`config.mk`:
```
export PLATFORM = sky130hd
export DESIGN_NAME = pll_reset_sequencer_flat
export DESIGN_NICKNAME = d
export VERILOG_FILES = /design/src/rtl/pll_reset_pkg.sv /design/src/rtl/pll_reset_sequencer_if.sv /design/src/rtl/pll_reset_sequencer_lock_sync.sv /design/src/rtl/pll_reset_sequencer.sv /design/src/flat_wrapper.sv
export SDC_FILE = /design/constraint.sdc
export NUM_CORES = 1
export LEC_CHECK = 0
export ABC_CLOCK_PERIOD_IN_PS = 1700
export CAP_MARGIN = 20
export CELL_PAD_IN_SITES_DETAIL_PLACEMENT = 1
export CELL_PAD_IN_SITES_GLOBAL_PLACEMENT = 1
export CORE_MARGIN = 8
export CORE_UTILIZATION = 25
export DETAILED_ROUTE_END_ITERATION = 7
export PLACE_DENSITY_LB_ADDON = 0.1
export SETUP_SLACK_MARGIN = 0.4
export SLEW_MARGIN = 5
export SYNTH_ARGS = -nofsm -noshare
export SYNTH_HDL_FRONTEND = slang
export SYNTH_HIERARCHICAL = 1
export SYNTH_SLANG_ARGS = --single-unit
```
`constraint.sdc`:
```
create_clock -name clock -period 1.7 [get_ports clock]
set_input_delay 0.34 -clock clock [delete_from_list [all_inputs] [get_ports clock]]
set_output_delay 0.34 -clock clock [all_outputs]
set_load 0.005 [all_outputs]
```
`src/rtl/pll_reset_pkg.sv`:
```
// Shared types and constants for the PLL reset sequencer.
package pll_reset_pkg;

    typedef enum logic [1:0] {
        WAIT_LOCK = 2'd0,
        STABILIZE = 2'd1,
        HOLD      = 2'd2,
        RUN       = 2'd3
    } seq_state_t;

    localparam int unsigned LOSS_CNT_W = 8;

    function automatic int unsigned max_u(input int unsigned a, input int unsigned b);
        return (a > b) ? a : b;
    endfunction

endpackage

```
`src/rtl/pll_reset_sequencer_if.sv`:
```
// Lock-in / reset-out signal group of the PLL reset sequencer.
// lock_losses exists only when PLL_LOSS_COUNT_EN is defined.
interface pll_reset_sequencer_if;
    import pll_reset_pkg::*;

    logic pll_locked;
    logic sys_reset;
    logic ready;
`ifdef PLL_LOSS_COUNT_EN
    logic [LOSS_CNT_W-1:0] lock_losses;

    modport master (input pll_locked, output sys_reset, output ready, output lock_losses);
    modport slave  (output pll_locked, input sys_reset, input ready, input lock_losses);
`else
    modport master (input pll_locked, output sys_reset, output ready);
    modport slave  (output pll_locked, input sys_reset, input ready);
`endif

endinterface

```
`src/rtl/pll_reset_sequencer_lock_sync.sv`:
```
// Multi-flop synchroniser for asynchronous status inputs, cleared by synchronous reset.
module lock_sync #(
    parameter int unsigned SYNC_STAGES = 2
) (
    input  logic clock,
    input  logic reset,
    input  logic async_in,
    output logic sync_out
);

    logic [SYNC_STAGES-1:0] chain;

    always_ff @(posedge clock) begin
        if (reset) begin
            chain <= '0;
        end else begin
            chain <= {chain[SYNC_STAGES-2:0], async_in};
        end
    end

    assign sync_out = chain[SYNC_STAGES-1];

endmodule

```
`src/rtl/pll_reset_sequencer.sv`:
```
// Qualifies PLL lock and sequences the downstream reset; optional loss counter
// enabled by defining PLL_LOSS_COUNT_EN.
module pll_reset_sequencer
    import pll_reset_pkg::*;
#(
    parameter int unsigned SYNC_STAGES        = 2,
    parameter int unsigned LOCK_STABLE_CYCLES = 1024,
    parameter int unsigned RESET_HOLD_CYCLES  = 16
) (
    input  logic                  clock,
    input  logic                  reset,
    pll_reset_sequencer_if.master bus
);

    localparam int unsigned CNT_W = $clog2(max_u(LOCK_STABLE_CYCLES, RESET_HOLD_CYCLES) + 1);
    localparam logic [CNT_W-1:0] STABLE_LAST = CNT_W'(LOCK_STABLE_CYCLES - 1);
    localparam logic [CNT_W-1:0] HOLD_LAST   = CNT_W'(RESET_HOLD_CYCLES - 1);

    logic             lock_s;
    seq_state_t       state, state_next;
    logic [CNT_W-1:0] cnt, cnt_next;
    logic             sys_reset_q, ready_q;

    lock_sync #(.SYNC_STAGES(SYNC_STAGES)) u_lock_sync (
        .clock    (clock),
        .reset    (reset),
        .async_in (bus.pll_locked),
        .sync_out (lock_s)
    );

    always_comb begin
        state_next = state;
        cnt_next   = cnt;
        case (state)
            WAIT_LOCK: if (lock_s) begin
                state_next = STABILIZE;
                cnt_next   = '0;
            end
            STABILIZE: if (!lock_s) begin
                state_next = WAIT_LOCK;
                cnt_next   = '0;
            end else if (cnt == STABLE_LAST) begin
                state_next = HOLD;
                cnt_next   = '0;
            end else begin
                cnt_next = cnt + 1'b1;
            end
            HOLD: if (!lock_s) begin
                state_next = WAIT_LOCK;
                cnt_next   = '0;
            end else if (cnt == HOLD_LAST) begin
                state_next = RUN;
            end else begin
                cnt_next = cnt + 1'b1;
            end
            RUN: if (!lock_s) begin
                state_next = WAIT_LOCK;
                cnt_next   = '0;
            end
            default: begin
                state_next = WAIT_LOCK;
                cnt_next   = '0;
            end
        endcase
    end

    // Outputs are registered from the next state so they change on the same edge as the FSM.
    always_ff @(posedge clock) begin
        if (reset) begin
            state       <= WAIT_LOCK;
            cnt         <= '0;
            sys_reset_q <= 1'b1;
            ready_q     <= 1'b0;
        end else begin
            state       <= state_next;
            cnt         <= cnt_next;
            sys_reset_q <= (state_next != RUN);
            ready_q     <= (state_next == RUN);
        end
    end

    assign bus.sys_reset = sys_reset_q;
    assign bus.ready     = ready_q;

`ifdef PLL_LOSS_COUNT_EN
    logic [LOSS_CNT_W-1:0] losses;

    always_ff @(posedge clock) begin
        if (reset) begin
            losses <= '0;
        end else if (state == RUN && !lock_s && losses != '1) begin
            losses <= losses + 1'b1;
        end
    end

    assign bus.lock_losses = losses;
`endif

endmodule

```
`src/flat_wrapper.sv`:
```
// flat-port wrapper written by rule: the top's interface ports become plain ports
module pll_reset_sequencer_flat import pll_reset_pkg::*;
#(
    parameter int unsigned SYNC_STAGES        = 2,
    parameter int unsigned LOCK_STABLE_CYCLES = 1024,
    parameter int unsigned RESET_HOLD_CYCLES  = 16
)
  (clock, reset, bus_pll_locked, bus_sys_reset, bus_ready);
  pll_reset_sequencer_if bus_i ();
  input  logic clock;
  input  logic reset;
  input wire logic [$bits(bus_i.pll_locked)-1:0] bus_pll_locked;
  output wire logic [$bits(bus_i.sys_reset)-1:0] bus_sys_reset;
  output wire logic [$bits(bus_i.ready)-1:0] bus_ready;
  assign bus_i.pll_locked = bus_pll_locked;
  assign bus_sys_reset = bus_i.sys_reset;
  assign bus_ready = bus_i.ready;
  pll_reset_sequencer #(.SYNC_STAGES(SYNC_STAGES), .LOCK_STABLE_CYCLES(LOCK_STABLE_CYCLES), .RESET_HOLD_CYCLES(RESET_HOLD_CYCLES)) u_core (.clock(clock), .reset(reset), .bus(bus_i));
endmodule
```
### Word level (Yosys, flattened, before mapping)

Index checks and enable logic that the tools add are counted.

* add/sub/neg operators: 1
* equality and inequality tests: 10
* mux-type cells: 14
* reduce and logical (&&, ||, !) cells: 2

Operators by type and width (count)
* 11-bit 2-to-1 mux: 6
* 11-bit one-hot mux with 4 select lines: 1
* 2-bit 2-to-1 mux: 6
* 11-bit by 1-bit adder with 11-bit output (second input constant): 1
* 11-bit by 10-bit equality test with 1-bit output (second input constant): 1
* 11-bit by 4-bit equality test with 1-bit output (second input constant): 1
* 2-bit one-hot mux with 4 select lines: 1
* 2-bit equality test (second input constant): 3
* 2-bit != test (second input constant): 3
* 3-bit != test (second input constant): 1
* 3-bit AND reduction: 1
* 2-bit by 1-bit equality test with 1-bit output (second input constant): 1
* 2-bit zero test: 1

* bits in registers: 17
* output and inout bits: 2

### Depth between registers and ports, before layout

* word-level depth: 5
* depth in mapped cells: 7
* mapped depth without buffers: 7

### Modules after synthesis

Netlist, hierarchy kept.

By module, submodules not included
* pll_reset_sequencer: instances 1, cells an instance 111, area an instance 968.4 sq um, sequential area each 300.3 sq um
* lock_sync: instances 1, cells an instance 4, area an instance 52.6 sq um, sequential area each 40.0 sq um

### Least setup slack after synthesis

OpenSTA, ideal clock, no wires.

* path type: register to register
* from: reg u_core.state[0]
* to: reg u_core.cnt[9]
* setup time: 0.087 ns
* arrival: 1.663 ns
* path slack: -0.050 ns
* stages on the path, launching flop included: 8
* buffers on the path: 0
* period minus slack after synthesis: 1.750 ns
* cells stage by stage: dfxtp_1 -> inv_1 -> ha_1 -> o21ai_1 -> or2_4 -> a21oi_2 -> nand3_1 -> o31ai_1

* longest elaborated chain between the ends: 3

Ends and longest elaborated chain
* from (decl): line pll_reset_sequencer.sv:20 `seq_state_t state, state_next;`
* from (signal assigned): line pll_reset_sequencer.sv:75 `state <= state_next;`
* 2-bit equality test or 2-bit zero test (tied branches): line pll_reset_sequencer.sv:34 `case (state)`
* 3-bit != test (no line) or 2-bit != test (tied branches)
* 3-bit AND reduction (no line)
* to (signal assigned): line pll_reset_sequencer.sv:76 `cnt <= cnt_next;`
* to (decl): line pll_reset_sequencer.sv:21 `logic [CNT_W-1:0] cnt, cnt_next;`

Several ways; a longest one is shown, not always the timed one.
A chain may end at the register's enable or synchronous reset.

### Worst setup path after layout

* from: reg u_core.state[0]
* to: reg u_core.sys_reset_q, in the netlist u_core/bus.sys_reset

* longest elaborated chain between the ends: 4

Ends and longest elaborated chain
* 2-bit 2-to-1 mux, on equally long branches: line pll_reset_sequencer.sv:51, pll_reset_sequencer.sv:42
* 2-bit 2-to-1 mux, on equally long branches: line pll_reset_sequencer.sv:48, pll_reset_sequencer.sv:39
* 2-bit one-hot mux with 4 select lines (*): line pll_reset_sequencer.sv:34
* 2-bit != test (*): line pll_reset_sequencer.sv:77 `sys_reset_q <= (state_next != RUN);`
* to (signal assigned): line pll_reset_sequencer.sv:77
* to (decl): line pll_reset_sequencer.sv:22 `logic sys_reset_q, ready_q;`

Every way passes the cells marked *; elsewhere a longest branch is shown, timed or not.

==> impl_metrics.json <==
{
  "instances_no_fill": 212,
  "slew_headroom_pct": 83.1,
  "drt-wirelength-per-cell_um": 15.9,
  "via_count_of_the_first_global_routing_pass": 1124,
  "drt_first_iter_violations": 60,
  "antenna_cells_inserted": 0,
  "cts_bufs_inserted": 3,
  "total_number_of_clock_tree_sinks": 17,
  "hold_class": "reg2reg",
  "timing.final.setup_violations": 3,
  "syn-instance-count": 115,
  "power.share.sequential_pct": 49.1,
  "critical_hold_path_startpoint": "u_core/u_lock_sync/chain[0]",
  "detail_route.wirelength_um": 3380,
  "area_enclosed_by_the_die_boundary_sq_mm": 0.00638,
  "cp-start-kind": "register",
  "postLayoutCoreUtil_pct": 39.7,
  "critPathCaptureType": "register",
  "sw_frac_of_total_pct": 25.5,
  "synth_warnings": 6,
  "critPathRequiredTime_ns": 1.85,
  "syn_nets": 124,
  "hold_path_depth": 1,
  "drive_above_1_share_pct": 48.8,
  "irDropWorstVdd_v": 0.000316,
  "internal_power_mw": 0.611,
  "io_pins": 5,
  "postSynthRegisterBits": 17,
  "critical_path.startpoint": "u_core/state[0]",
  "rr_startpoint": "u_core/state[0]",
  "initial_antenna_violation_count": 0,
  "comb_power_share_pct": 11.3,
  "grt_usage_pct": 11.2,
  "syn-mean-instance-area_sq_um": 8.88,
  "relative_area_change_from_synthesis_to_final_layout_pct": 54.3,
  "finClkSkew_ns": 0.00671,
  "crit_cells": 7,
  "chipWidth_um": 79.9,
  "ctsLongestPathBuffers": 2,
  "synth_edf_count": 0,
  "total_placed_cells_including_tap_cells": 198,
  "cts.clk_slew.worst_paths_ns": 0.08,
  "tritoncts": "yes",
  "grt_max_degree": 11,
  "router_iterations_before_antenna_repair": 4,
  "tightestPinTransition_ns": 0.253,
  "cap_viol_max_count": 0,
  "failed_checks": "setup timing",
  "post-route-period-util_pct": 102,
  "clockPowerShare_pct": 39.6,
  "placement_rows": 23,
  "route.detailed.drc": 0,
  "result_of_the_run": "finished with violations",
  "fin_ws_ns": -0.0287,
  "worst_path_max_delay_cell": "dfxtp_2",
  "critical_path_arrival_ns": 1.88,
  "total_leakage_power_nw": 0.600,
  "start_util_pct": 25.7,
  "yosysUniqueCellTypes": 46,
  "rsz0062_at_grt": "yes",
  "global_route.overflow_total": 0,
  "port_buffers": 4,
  "seq_area_frac_synth_pct": 33.3,
  "worstPathMaxFanout": 4,
  "place_hpwl_um": 2540,
  "postSynth.asyncResetShare_pct": 0,
  "worstPathBufferInverterCount": 1,
  "ant_nets": 0,
  "powerDensity_mw_per_mm2": 521,
  "worstRegToRegCells": 7,
  "ys_dominant_reg_cell": "dfxtp_1",
  "netlist_area_sq_mm": 0.00102,
  "netSwitchingPower_mw": 0.210,
  "die_height_um": 79.9,
  "critical_path_class": "reg2reg",
  "path_cells": "inv_4 > ha_4 > and4bb_2 > and3_4 > a21oi_2 > o31a_1 > or2_1",
  "hold_violations": 0,
  "root_buffer": "clkbuf_8",
  "finalPower_mw": 0.821,
  "final_nets": 172,
  "via_count": 1023,
  "fmax_ghz": 0.578,
  "crit_family": "simple AND/OR/NAND/NOR gates",
  "wire_length_of_the_first_global_routing_pass_um": 5540,
  "tns_ns": -0.0468,
  "place.gp.congestion": 0.784,
  "htree_levels": 1,
  "core_area_sq_mm": 0.00397,
  "finalWorstPathRequiredPeriod_ns": 1.73,
  "clk_latency_ns": 0.26,
  "timing_max_transition_violations_final": 0,
  "drt-vias-per-instance": 4.83,
  "critical_path.max_stage_delay_ns": 0.34
}
[cell families (layout without fill, tap and decap cells)]
kind of cell             count (synthesis)  in the layout  share of synthesized area, %
buffers and inverters                    9             56                          3.68
AND/OR/NAND/NOR                         54             54                          33.9
XOR/XNOR                                 2              2                          1.72
multiplexers                             2              2                          3.19
adder cells (fa/ha/maj)                  6              6                          7.35
AO/OA/AOI/OAI                           25             25                          16.8
flip-flops                              17             17                          33.3
[sequential cells by signal, summed over array words and instances (netlist names)]
name	cells
u_core/bus.ready	1
u_core/bus.sys_reset	1
u_core/state	2
u_core/u_lock_sync/chain	2
u_core/cnt	11
[worst paths after layout]
kind	to	slack [ns]
hold / removal	u_core/u_lock_sync/chain[1]	0.47
setup reg to reg	u_core/bus.sys_reset	-0.03
hold reg to reg	u_core/u_lock_sync/chain[1]	0.47
setup / recovery	u_core/bus.sys_reset	-0.03
[synth_stat cells (3+ instances only)]
library cell | number | area (sq um)
or3_1 | 3 | 18.8
nand3_1 | 7 | 35.0
o21ai_0 | 3 | 15.0
a21oi_1 | 3 | 15.0
inv_1 | 8 | 30.0
a21oi_2 | 3 | 26.3
nand2_1 | 7 | 26.3
o21ai_1 | 5 | 25.0
ha_1 | 6 | 75.1
dfxtp_1 | 17 | 340
nand2b_1 | 3 | 18.8
nor2_1 | 10 | 37.5
[power by group through the flow]
stage | Combinational (mW) | Sequential (mW) | Clock [mW]
global route | 0.0994 | 0.404 | 0.365
finish | 0.0925 | 0.403 | 0.325
CTS | 0.0851 | 0.403 | 0.340
global placement | 0.0700 | 0.414 | 0
floorplan | 0.0382 | 0.413 | 0
detailed placement | 0.0731 | 0.414 | 0
[what timing repair did]
item | CTS | global route
buffers inserted | 6 | 4
hold endpoints to repair | 0 | 0
pin swaps | 9 | 5
endpoints found under the setup margin | 17 | 15
hold buffers | 0 | 0
gates resized for setup | 18 | 4
[routing by layer]
layer  global-route usage, %  share of wire [%]  routed length, um
met3                    3.04                2.6                 89
met1                    12.9                 45               1520
met2                    19.7                 51               1720
met4                    2.73                1.3                 45
met5                       0                  0                  0
[cell usage in the layout, fill, tap and decap left out, types with 2 or more instances in the layout]
cell type	count
buf_4	38
dfxtp_1	13
nor2_1	10
nand2_1	7
inv_1	5
o21ai_1	5
nand3_1	4
clkbuf_8	3
nand3_2	3
or3_1	3
nand2b_1	3
a21oi_1	3
ha_4	3
ha_1	3
dfxtp_2	3
clkdlybuf4s50_1	2
dlygate4sd2_1	2
inv_4	2
nand4_2	2
a21oi_4	2
xnor2_1	2
o211ai_1	2
or2_1	2
o21ai_0	2
buf_6	2
nor2b_1	2
[layout make-up]
class	instances	area [sq um]
Clock buffer	3	41.3
Clock inverter	1	5.00
Fill cell	473	2400
Inverter	8	35.0
Multi-Input combinational cell	89	738
Sequential cell	17	348
Tap cell	50	62.6
Timing Repair Buffer	44	345
[stage by stage]
| stage | hold WS, ns | setup WS (ns) | instance area [sq um] |
|---|---|---|---|
| floorplan | 0.405 | 0.106 | 1060 |
| global placement | 0.423 | -0.113 | 1380 |
| detailed placement | 0.453 | -0.150 | 1380 |
| CTS | 0.472 | 0.0125 | 1520 |
| global route | 0.487 | -0.0645 | 1580 |
| finish | 0.469 | -0.0287 | 1580 |
No activity file was read; power rests on OpenSTA's default activity.
